File: src/rtl/pipeline_controle_hazard.sv
// Control-word pipeline (ID/EX, EX/MEM, MEM/WB) with load-use / RAW hazard
// detection, branch flush, operand forwarding selects and saturating event counters.
module pipeline_controle_hazard #(
  parameter int unsigned REG_ADDR_W = 5,
  parameter int unsigned ALUCTL_W   = 4,
  parameter bit          FWD_EN     = 1'b1,
  parameter int unsigned CNT_W      = 16
) (
  input  logic                  clk,
  input  logic                  reset,
  input  logic [REG_ADDR_W-1:0] id_rs1,
  input  logic [REG_ADDR_W-1:0] id_rs2,
  input  logic [REG_ADDR_W-1:0] id_rd,
  input  logic                  id_uses_rs1,
  input  logic                  id_uses_rs2,
  input  logic                  id_RegWrite,
  input  logic                  id_MemRead,
  input  logic                  id_MemWrite,
  input  logic                  id_MemtoReg,
  input  logic                  id_ALUSrc,
  input  logic                  id_Branch,
  input  logic                  id_Jump,
  input  logic [ALUCTL_W-1:0]   id_ALUControl,
  input  logic                  ex_redirect,
  output logic                  pc_write,
  output logic                  if_id_write,
  output logic                  if_id_flush,
  output logic                  ex_ALUSrc,
  output logic                  ex_Branch,
  output logic                  ex_Jump,
  output logic                  ex_MemRead,
  output logic                  ex_MemWrite,
  output logic                  ex_MemtoReg,
  output logic                  ex_RegWrite,
  output logic [ALUCTL_W-1:0]   ex_ALUControl,
  output logic [REG_ADDR_W-1:0] ex_rd,
  output logic                  mem_MemRead,
  output logic                  mem_MemWrite,
  output logic                  mem_MemtoReg,
  output logic                  mem_RegWrite,
  output logic [REG_ADDR_W-1:0] mem_rd,
  output logic                  wb_MemtoReg,
  output logic                  wb_RegWrite,
  output logic [REG_ADDR_W-1:0] wb_rd,
  output logic [1:0]            fwd_a,
  output logic [1:0]            fwd_b,
  output logic [CNT_W-1:0]      stall_cnt,
  output logic [CNT_W-1:0]      flush_cnt
);

  typedef struct packed {
    logic                  alu_src;
    logic                  branch;
    logic                  jump;
    logic                  mem_read;
    logic                  mem_write;
    logic                  mem_to_reg;
    logic                  reg_write;
    logic [ALUCTL_W-1:0]   alu_ctl;
    logic [REG_ADDR_W-1:0] rs1;
    logic [REG_ADDR_W-1:0] rs2;
    logic [REG_ADDR_W-1:0] rd;
    logic                  uses_rs1;
    logic                  uses_rs2;
  } id_ex_t;

  typedef struct packed {
    logic                  mem_read;
    logic                  mem_write;
    logic                  mem_to_reg;
    logic                  reg_write;
    logic [REG_ADDR_W-1:0] rd;
  } ex_mem_t;

  typedef struct packed {
    logic                  mem_to_reg;
    logic                  reg_write;
    logic [REG_ADDR_W-1:0] rd;
  } mem_wb_t;

  localparam logic [CNT_W-1:0] CntMax = '1;

  id_ex_t           id_word;
  id_ex_t           id_ex_q;
  ex_mem_t          ex_mem_q;
  mem_wb_t          mem_wb_q;
  logic [CNT_W-1:0] stall_cnt_q;
  logic [CNT_W-1:0] flush_cnt_q;

  logic             ex_hit;
  logic             mem_hit;
  logic             stall_raw;
  logic             stall_req;
  logic             stall_eff;
  logic             flush;
  logic             bubble;
  logic [1:0]       fwd_a_sel;
  logic [1:0]       fwd_b_sel;

  // x0 is never a real producer, so rd==0 can neither stall nor forward.
  function automatic logic src_match(input logic [REG_ADDR_W-1:0] rs,
                                     input logic                  uses,
                                     input logic                  wr,
                                     input logic [REG_ADDR_W-1:0] rd);
    return wr && (rd != '0) && uses && (rs == rd);
  endfunction

  assign id_word = '{
    alu_src:    id_ALUSrc,
    branch:     id_Branch,
    jump:       id_Jump,
    mem_read:   id_MemRead,
    mem_write:  id_MemWrite,
    mem_to_reg: id_MemtoReg,
    reg_write:  id_RegWrite,
    alu_ctl:    id_ALUControl,
    rs1:        id_rs1,
    rs2:        id_rs2,
    rd:         id_rd,
    uses_rs1:   id_uses_rs1,
    uses_rs2:   id_uses_rs2
  };

  // Hazard detection against the instruction currently in ID.
  assign ex_hit  = src_match(id_rs1, id_uses_rs1, id_ex_q.reg_write, id_ex_q.rd) |
                   src_match(id_rs2, id_uses_rs2, id_ex_q.reg_write, id_ex_q.rd);
  assign mem_hit = src_match(id_rs1, id_uses_rs1, ex_mem_q.reg_write, ex_mem_q.rd) |
                   src_match(id_rs2, id_uses_rs2, ex_mem_q.reg_write, ex_mem_q.rd);

  // Without forwarding, WB is still safe because the register file writes before it reads.
  assign stall_raw = FWD_EN ? (id_ex_q.mem_read & ex_hit) : (ex_hit | mem_hit);

  assign flush     = ex_redirect & reset;
  assign stall_req = stall_raw & reset;
  assign stall_eff = stall_req & ~flush;
  assign bubble    = stall_req | flush;

  assign pc_write    = ~stall_eff;
  assign if_id_write = ~stall_eff;
  assign if_id_flush = flush;

  always_ff @(posedge clk or negedge reset) begin
    if (!reset) begin
      id_ex_q     <= '0;
      ex_mem_q    <= '0;
      mem_wb_q    <= '0;
      stall_cnt_q <= '0;
      flush_cnt_q <= '0;
    end else begin
      if (bubble) begin
        id_ex_q <= '0;
      end else begin
        id_ex_q <= id_word;
      end
      ex_mem_q <= '{
        mem_read:   id_ex_q.mem_read,
        mem_write:  id_ex_q.mem_write,
        mem_to_reg: id_ex_q.mem_to_reg,
        reg_write:  id_ex_q.reg_write,
        rd:         id_ex_q.rd
      };
      mem_wb_q <= '{
        mem_to_reg: ex_mem_q.mem_to_reg,
        reg_write:  ex_mem_q.reg_write,
        rd:         ex_mem_q.rd
      };
      if (stall_eff && (stall_cnt_q != CntMax)) begin
        stall_cnt_q <= stall_cnt_q + CNT_W'(1);
      end
      if (flush && (flush_cnt_q != CntMax)) begin
        flush_cnt_q <= flush_cnt_q + CNT_W'(1);
      end
    end
  end

  // Forwarding: the younger producer (EX/MEM) wins over MEM/WB.
  always_comb begin
    fwd_a_sel = 2'b00;
    fwd_b_sel = 2'b00;
    if (FWD_EN) begin
      if (src_match(id_ex_q.rs1, id_ex_q.uses_rs1, ex_mem_q.reg_write, ex_mem_q.rd)) begin
        fwd_a_sel = 2'b10;
      end else if (src_match(id_ex_q.rs1, id_ex_q.uses_rs1, mem_wb_q.reg_write,
                             mem_wb_q.rd)) begin
        fwd_a_sel = 2'b01;
      end
      if (src_match(id_ex_q.rs2, id_ex_q.uses_rs2, ex_mem_q.reg_write, ex_mem_q.rd)) begin
        fwd_b_sel = 2'b10;
      end else if (src_match(id_ex_q.rs2, id_ex_q.uses_rs2, mem_wb_q.reg_write,
                             mem_wb_q.rd)) begin
        fwd_b_sel = 2'b01;
      end
    end
  end

  assign fwd_a = fwd_a_sel;
  assign fwd_b = fwd_b_sel;

  assign ex_ALUSrc     = id_ex_q.alu_src;
  assign ex_Branch     = id_ex_q.branch;
  assign ex_Jump       = id_ex_q.jump;
  assign ex_MemRead    = id_ex_q.mem_read;
  assign ex_MemWrite   = id_ex_q.mem_write;
  assign ex_MemtoReg   = id_ex_q.mem_to_reg;
  assign ex_RegWrite   = id_ex_q.reg_write;
  assign ex_ALUControl = id_ex_q.alu_ctl;
  assign ex_rd         = id_ex_q.rd;

  assign mem_MemRead  = ex_mem_q.mem_read;
  assign mem_MemWrite = ex_mem_q.mem_write;
  assign mem_MemtoReg = ex_mem_q.mem_to_reg;
  assign mem_RegWrite = ex_mem_q.reg_write;
  assign mem_rd       = ex_mem_q.rd;

  assign wb_MemtoReg = mem_wb_q.mem_to_reg;
  assign wb_RegWrite = mem_wb_q.reg_write;
  assign wb_rd       = mem_wb_q.rd;

  assign stall_cnt = stall_cnt_q;
  assign flush_cnt = flush_cnt_q;

endmodule

File: config.mk
export PLATFORM = sky130hd
export DESIGN_NAME = pipeline_controle_hazard
export DESIGN_NICKNAME = d
export VERILOG_FILES = /design/src/rtl/pipeline_controle_hazard.sv
export SDC_FILE = /design/constraint.sdc
export NUM_CORES = 1
export LEC_CHECK = 0
export CORE_MARGIN = 2
export CORE_UTILIZATION = 59
export DETAILED_ROUTE_END_ITERATION = 6
export DONT_BUFFER_PORTS = 1
export PLACE_DENSITY = 0.76
export SYNTH_ARGS = -nofsm -noshare
export SYNTH_HDL_FRONTEND = slang
export SYNTH_SLANG_ARGS = --single-unit
File: constraint.sdc
create_clock -name clk -period 2.2 [get_ports clk]
set_clock_uncertainty 0.15 [all_clocks]
set_input_delay 0.22 -clock clk [delete_from_list [all_inputs] [get_ports clk]]
set_output_delay 0.22 -clock clk [all_outputs]
set_load 0.005 [all_outputs]
# Word level (Yosys, flattened, before mapping)

Cells that the tools add are included.

Bits in writable memories: 0
Output and inout port bits: 71
ROM bits: 0
Memories kept: 0
Bits of input ports: 31
Register bits: 76
Bits in latches: 0

Magnitude comparators: 0
Div/mod/pow operators: 0
Shift-type cells: 0
Reductions and logical operators: 20
$mul: 0
Muxes and demuxes: 5
Bitwise gates (word level): 8
$add $sub $neg: 2
Eq/ne operators: 8

Operators by type and width:

| cell                    | count |
|---|---|
| $add A16 B1 Y16 const B | 2 |
| $ne A16 B16 Y1 const B  | 2 |
| $eq A5 B5 Y1            | 6 |
| $mux W28                | 1 |
| $logic_and A1 B1 Y1     | 17 |
| $reduce_bool A5 Y1      | 3 |
| $and A1 B1 Y1           | 4 |
| $mux W2                 | 2 |
| $mux W1                 | 2 |
| $not A1 Y1              | 2 |
| $or A1 B1 Y1            | 2 |

# Depth between registers and ports, before layout

Gate-level depths: netlist of run 1.

Depth in word-level cells: 9
Gate-level depth with buffers: 7
Mapped depth without buffers: 6

# Worst setup path before layout of run 1

Ideal clock, no wire load.

Kind: reg-to-reg
Start point: register id_ex_q (netlist bit ex_rd[1])
End point: register stall_cnt_q[12] (netlist: stall_cnt[12])
Path buffers: 0
Arrival: 1707 ps
Setup slack: 218 ps
Cell stages (with the launch flop): 6
Cell sequence: dfrtp_1 > or4_1 > o2111ai_2 > nor2_1 > nand4_1 > mux2_2

Word-level cells in the longest chain between the ends: 9
Elaborated cells between the ends (all ways): 13
Classes of those cells: 2 x eq/ne; 4 x bitwise; 7 x reduce/logical

Ends and longest elaborated chain:

| what                             | line | source |
|---|---|---|
| start: declaration               | 84   | `id_ex_t id_ex_q;` |
| start signal: assignment         | 153  | `id_ex_q <= id_word;` |
| $reduce_bool A5 Y1               | 105  | `return wr && (rd != '0) && uses && (rs == rd);` |
| $logic_and A1 B1 Y1 (3 in a row) | 105  |  |
| $or A1 B1 Y1 *                   | 125  | `assign ex_hit = src_match(id_rs1, id_uses_rs1, id_ex_q.reg_write, id_ex_q.rd) \|` |
| $and A1 B1 Y1 *                  | 131  | `assign stall_raw = FWD_EN ? (id_ex_q.mem_read & ex_hit) : (ex_hit \| mem_hit);` |
| $and A1 B1 Y1 *                  | 134  | `assign stall_req = stall_raw & reset;` |
| $and A1 B1 Y1 *                  | 135  | `assign stall_eff = stall_req & ~flush;` |
| $logic_and A1 B1 Y1 *            | 167  | `if (stall_eff && (stall_cnt_q != CntMax)) begin` |
| end signal: assignment           | 168  | `stall_cnt_q <= stall_cnt_q + CNT_W'(1);` |
| end: declaration                 | 87   | `logic [CNT_W-1:0] stall_cnt_q;` |

Mark *: on every way between the ends. The rest lies on a longest branch, timed or not.
A chain may end at the register's enable or synchronous reset.

# Final worst setup path of run 1

Start point: register id_ex_q (netlist bit ex_rd[1])
End point: register stall_cnt_q[1] (netlist: stall_cnt[1])

Same word-level chain as after synthesis.

==> results of run 1 <==
sequential cells by signal, indices dropped and copies added, names as in the netlist:
signal and flops:
ex_Jump 1, wb_RegWrite 1, wb_MemtoReg 1, flush_cnt 16, ex_MemWrite 1, mem_rd 5, id_ex_q 12, ex_ALUControl 4
ex_Branch 1, stall_cnt 16, wb_rd 5, ex_MemRead 1, mem_RegWrite 1, ex_rd 5, mem_MemRead 1, ex_MemtoReg 1
mem_MemtoReg 1, ex_RegWrite 1, mem_MemWrite 1, ex_ALUSrc 1
stage by stage:
stage	power, mW	hold slack (ps)	utilization, %	area, µm²	setup TNS, ps
floorplan	1.88	-226	-	3390	0
global placement	1.95	-224	62.6	3470	0
detailed placement	1.96	-225	62.6	3470	0
CTS	3.17	151	72.5	4020	0
global route	3.30	167	73.6	4080	-10.3
finish	3.15	145	73.6	4080	0
path summary, 6_finish.rpt:
path | depth (start not counted) | from | end | slack [ps]
min in group asynchronous | 2 | reset | mem_MemRead | 280
min reg2reg | 0 | mem_MemtoReg | wb_MemtoReg | 260
min | 4 | reset | stall_cnt[15] | 140
max | 6 | ex_rd[1] | stall_cnt[1] | 80
max reg2reg | 6 | ex_rd[1] | stall_cnt[1] | 80
max in group asynchronous | 2 | reset | flush_cnt[6] | 1330
cells in the final DEF, fill, tap and decap left out, types with 3 or more instances in the layout:
| cell type | count |
|---|---|
| nand4_1 | 18 |
| nand2_1 | 20 |
| clkbuf_8 | 9 |
| dlygate4sd3_1 | 29 |
| xor2_1 | 15 |
| nor3_1 | 8 |
| clkinv_2 | 3 |
| and2_2 | 20 |
| mux2_2 | 6 |
| or4_1 | 3 |
| buf_4 | 16 |
| dfrtp_1 | 76 |
| nor2_1 | 4 |
| and3_1 | 6 |
| inv_1 | 4 |
| and2_1 | 10 |
| nor4_1 | 6 |
| xnor2_1 | 40 |
| nand3_1 | 16 |
kinds of logic (layout without fill, tap and decap cells):
| family | count (synthesis) | count (layout) | share of synthesized area [%] |
|---|---|---|---|
| buf+inv | 20 | 69 | 3.84 |
| simple gates | 119 | 119 | 20.5 |
| mux | 6 | 6 | 2.00 |
| xor+xnor | 56 | 56 | 14.5 |
| fa+ha+maj | 2 | 2 | 0.739 |
| flops | 76 | 76 | 56.2 |
| compound gates | 9 | 9 | 2.25 |
repair_timing:
action	in CTS	in global routing
endpoints found under the hold margin	104	0
setup endpoints to repair	4	10
buffers inserted	1	5
hold buffers	30	0
gates resized for setup	2	5
pin swaps	2	3
power breakdown:
| group | leakage [nW] | internal (mW) | switching, mW | total [mW] |
|---|---|---|---|---|
| Sequential | 0.971 | 1.51 | 0.138 | 1.65 |
| Clock | 0.109 | 0.634 | 0.497 | 1.13 |
| Combinational | 0.687 | 0.201 | 0.168 | 0.369 |
routing by layer:
metal | GRT usage [%] | vias up | part of all wire [%]
li1 | - | 1062 | -
met1 | 28.2 | 1104 | 42
met2 | 37.6 | 88 | 49
met3 | 7.81 | 17 | 6.6
met4 | 11.7 | 0 | 2.4
met5 | 0 | - | 0
worst max-delay path, cell delays in order (launching register included):
cell and delay, ps:
dfrtp_1 400, or4_4 550, o2111ai_4 240, buf_4 170, nor3_1 60, nand2_1 110
mux2_2 330
cells in the mapped netlist (all sizes together), types with 4 or more instances:
cell	number
buf	14
nor3	8
nand2	20
nand3	16
and3	6
nand4	18
inv	5
mux2	6
xor2	15
and2	30
nor2	5
nor4	7
or4	4
dfrtp	76
xnor2	41
final cells by class:
class | instances | share of cell area [%]
clock inverter | 7 | 2.24
inverter | 5 | 0.460
clock buffer | 9 | 3.04
multi-input combinational | 192 | 33.9
sequential | 76 | 46.6
timing repair buffer | 48 | 11.5
tap | 72 | 2.21
==> flow_metrics.tcl, run 1 <==
set metrics [dict create \
    status "finished, final reports clean" \
    portBuffers 0 \
    syn_inst 288 \
    crit_type "flop to flop" \
    dp.cells 357 \
    drive_gt1_share_pct 20.8 \
    clk_latency_ps 340 \
    multi_input_area_um2 1380 \
    setup_viol 0 \
    yosys_warnings 0 \
    firstDrtPassIters 4 \
    ys_top_cells_by_area "dfrtp_1 (56%), xnor2_1 (11%), and2_2 (4.4%)" \
    fin_cells 409 \
    peakVddDrop_v 0.000489 \
    core_area_um2 5540 \
    antenna_found_initial 0 \
    die-area_um2 6360 \
    cts.sinks 76 \
    syn_area_per_cell_um2 11.8 \
    leakagePower_nw 1.77 \
    vias 2271 \
    rows 27 \
    p_per_area_nw_per_um2 773 \
    antenna_cells 0 \
    htreeDepth 3 \
    hpwl_um 4420 \
    antenna_left 0 \
    cts_tree "yes" \
    cp_max_fo 3 \
    synthToLayoutAreaGrowth_pct 20.4 \
    fp.dieW_um 79.8 \
    fin_ws_ps 76.7 \
    routed_wl_um 7050 \
    grt_use_total_pct 23.4 \
    post-route-period-util_pct 96.5 \
    clock-root-buffer "clkbuf_8" \
    synth_area_um2 3390 \
    ys_ff_latch 76 \
    hold_path_class "input pin to flop" \
    clk_pin_slew_ps 80 \
    slew_violations 0 \
    yosysTopAreaCellShare_pct 56.2 \
    fmax_mhz 471 \
    initial_core_util_pct 61.1 \
    drc 0 \
    fp.dieH_um 79.8 \
    min_period_ps 2120 \
    yosys.area.top_type "dfrtp_1" \
    crit_path_end_kind "flop" \
    tightest_slew_ps 420 \
    max-cap-violations 0 \
    async_reset_ff_share_pct 100 \
    hold_viol 0 \
    critical_path_required_ps 2270 \
    layout.nets 365 \
    viasPerCell 5.55 \
    drt_iter0_markers 95 \
    grt_setup_unrepaired "true" \
    crit_arrival_ps 2190 \
    cts_buffers 9 \
    globalplace.congestion 0.773 \
    grt_pass1_wl_um 11100 \
    ys_types 31 \
    max_slew_margin_pct 71.8 \
    cts_max_path_buffers 2 \
    post-place-ws_ps 136 \
    synth_ff_type "dfrtp_1" \
    cp-start-kind "flop" \
    grt_pass1_vias 2307 \
    pin_count 102 \
    routedWlPerCell_um 17.2 \
    yosysSeqAreaShare_pct 56.2 \
    fill_cells 403 \
    synth_edf_count 0 \
    synth_nets 321 \
    regArea_um2 1900 \
    grt_max_degree 77 \
    grt_overflow 0 \
]
No activity file was read; power rests on OpenSTA's default activity.
==> inputs of run 2 (changes only) <==
- clock period: 2.2 -> 2.65 ns (I/O delays scaled with it)
==> flow_metrics.tcl, run 2 (synthesis results as in run 1) <==
set metrics [dict create \
    dp.cells 347 \
    cp_cell_sequence "or4_1 -> o2111ai_2 -> nor2_1 -> nand2_1" \
    clk_pin_slew_ps 80 \
    die-area_um2 6360 \
    cp_max_fo 5 \
    status "finished, final reports clean" \
    fin_cells 393 \
    tightest_slew_ps 622 \
    clk_latency_ps 340 \
    grt_setup_unrepaired "false" \
    initial_core_util_pct 61.1 \
    drc 0 \
    r2r_end "id_ex_q[11]" \
    core_area_um2 5540 \
    layout.nets 349 \
    cp-start-kind "flop" \
    hold_path_class "input pin to flop" \
    antenna_cells 0 \
    crit_path_end_kind "output pin" \
    p_per_area_nw_per_um2 674 \
    setup_viol 0 \
    hold_viol 0 \
    multi_input_area_um2 1360 \
    reg2reg_depth 5 \
    crit_arrival_ps 1990 \
    crit_family "simple AND/OR/NAND/NOR gates" \
    grt_overflow 0 \
    gr-usage-met1_pct 29.8 \
    hold_start "reset" \
    grt_pass1_vias 2238 \
    critical_path_required_ps 2240 \
    use_met3_pct 6.22 \
    crit_buf_inv 0 \
    vias 2199 \
    grt_max_degree 77 \
    cts_max_path_buffers 2 \
    peakVddDrop_v 0.000440 \
    leakagePower_nw 1.69 \
    fin_ws_ps 243 \
    crit_type "flop to output pin" \
    postLayoutCoreUtil_pct 71.0 \
    globalRouteMet2Util_pct 36.6 \
    portBuffers 0 \
    synthToLayoutAreaGrowth_pct 16.3 \
    cts_tree "yes" \
    hpwl_um 4340 \
    timing.setup.tns_ps 0 \
    fill_cells 373 \
    fmax_mhz 415 \
    antenna_found_initial 0 \
    hold_depth 4 \
    min_period_ps 2410 \
    postCtsSetupRepairBufs 0 \
    slowest_delay_ps 580 \
    slew_violations 0 \
    post-place-ws_ps 139 \
    viasPerCell 5.60 \
    final_common_cell "dfrtp_1" \
    firstDrtPassIters 4 \
    globalplace.congestion 0.787 \
    rrSetupSlack_ps 290 \
    final_cell_mix "dfrtp_1 (76), xnor2_1 (41), dlygate4sd3_1 (29)" \
    max-cap-violations 0 \
    grt_use_total_pct 23.0 \
    cts.sinks 76 \
    post-route-period-util_pct 90.8 \
    grt_pass1_wl_um 11000 \
    r2r_start "ex_rd[1]" \
    routed_wl_um 6770 \
    holdPathEnd "stall_cnt[13]" \
    drt_iter0_markers 135 \
    rows 27 \
    drive_gt1_share_pct 15.9 \
    fp.dieW_um 79.8 \
    slowest_stage "or4_1" \
    regArea_um2 1900 \
    routedWlPerCell_um 17.2 \
    pin_count 102 \
    cts_buffers 9 \
    fp.dieH_um 79.8 \
    max_slew_margin_pct 58.3 \
    clock-root-buffer "clkbuf_8" \
    worst-path-stages 4 \
    top_usage_layer "met2" \
    antenna_left 0 \
    power.total_mw 2.65 \
    htreeDepth 3 \
]
## run 2: changes by cell type in the layout (fill, tap and decap cells not counted), sizes merged
cell and delta:
buf -16, clkbuf +2, clkinv -2, clkinvlp -1, inv +1
## run 2: worst max-delay path by stage
stage | from | slack (ps) | end
5_1_grt | mem_rd[1] | 90 | fwd_b[0]
3_5_place_dp | ex_rd[2] | 140 | stall_cnt[1]
3_3_place_gp | ex_rd[2] | 190 | stall_cnt[1]
4_1_cts | ex_rd[2] | 110 | stall_cnt[1]
6_report | ex_rd[1] | 240 | if_id_write
2_1_floorplan | ex_rd[1] | 670 | stall_cnt[12]
## run 2: layout make-up
class | count | area share [%]
clock buffers | 11 | 3.85
clock inverters | 5 | 2.10
inverters | 5 | 0.477
multi-input cells | 192 | 34.5
flip-flops and latches | 76 | 48.3
well taps | 72 | 2.29
repair buffers | 32 | 8.46
## run 2: per-layer routing
layer  wire length (µm)  vias up
li1                   -     1030
met1               2900     1080
met2               3300       79
met3                478       10
met4                 92        0
met5                  0        -
## run 2: through the flow
step,instance area [µm²],hold slack [ps]
after global placement,3380,-179
final,3940,139
after global routing,3940,180
after floorplan,3390,-181
after detailed placement,3380,-180
after CTS,3930,120
## run 2: worst reg2reg max path: stages, from the launching register on
cell	delay, ps
dfrtp_1	450
or4_1	580
o2111ai_2	310
inv_2	80
a21oi_4	480
and2_2	250
## run 2: report_power, final
| part | leakage, nW | switching (mW) | internal [mW] |
|---|---|---|---|
| Clock | 0.120 | 0.426 | 0.585 |
| Combinational | 0.595 | 0.111 | 0.140 |
| Sequential | 0.971 | 0.133 | 1.26 |
## run 2: repair_timing
item / in CTS / in global routing
resized for setup: 0 / 1
hold buffers: 30 / 0
endpoints found under the hold margin: 104 / 0
endpoints found under the setup margin: 0 / 6
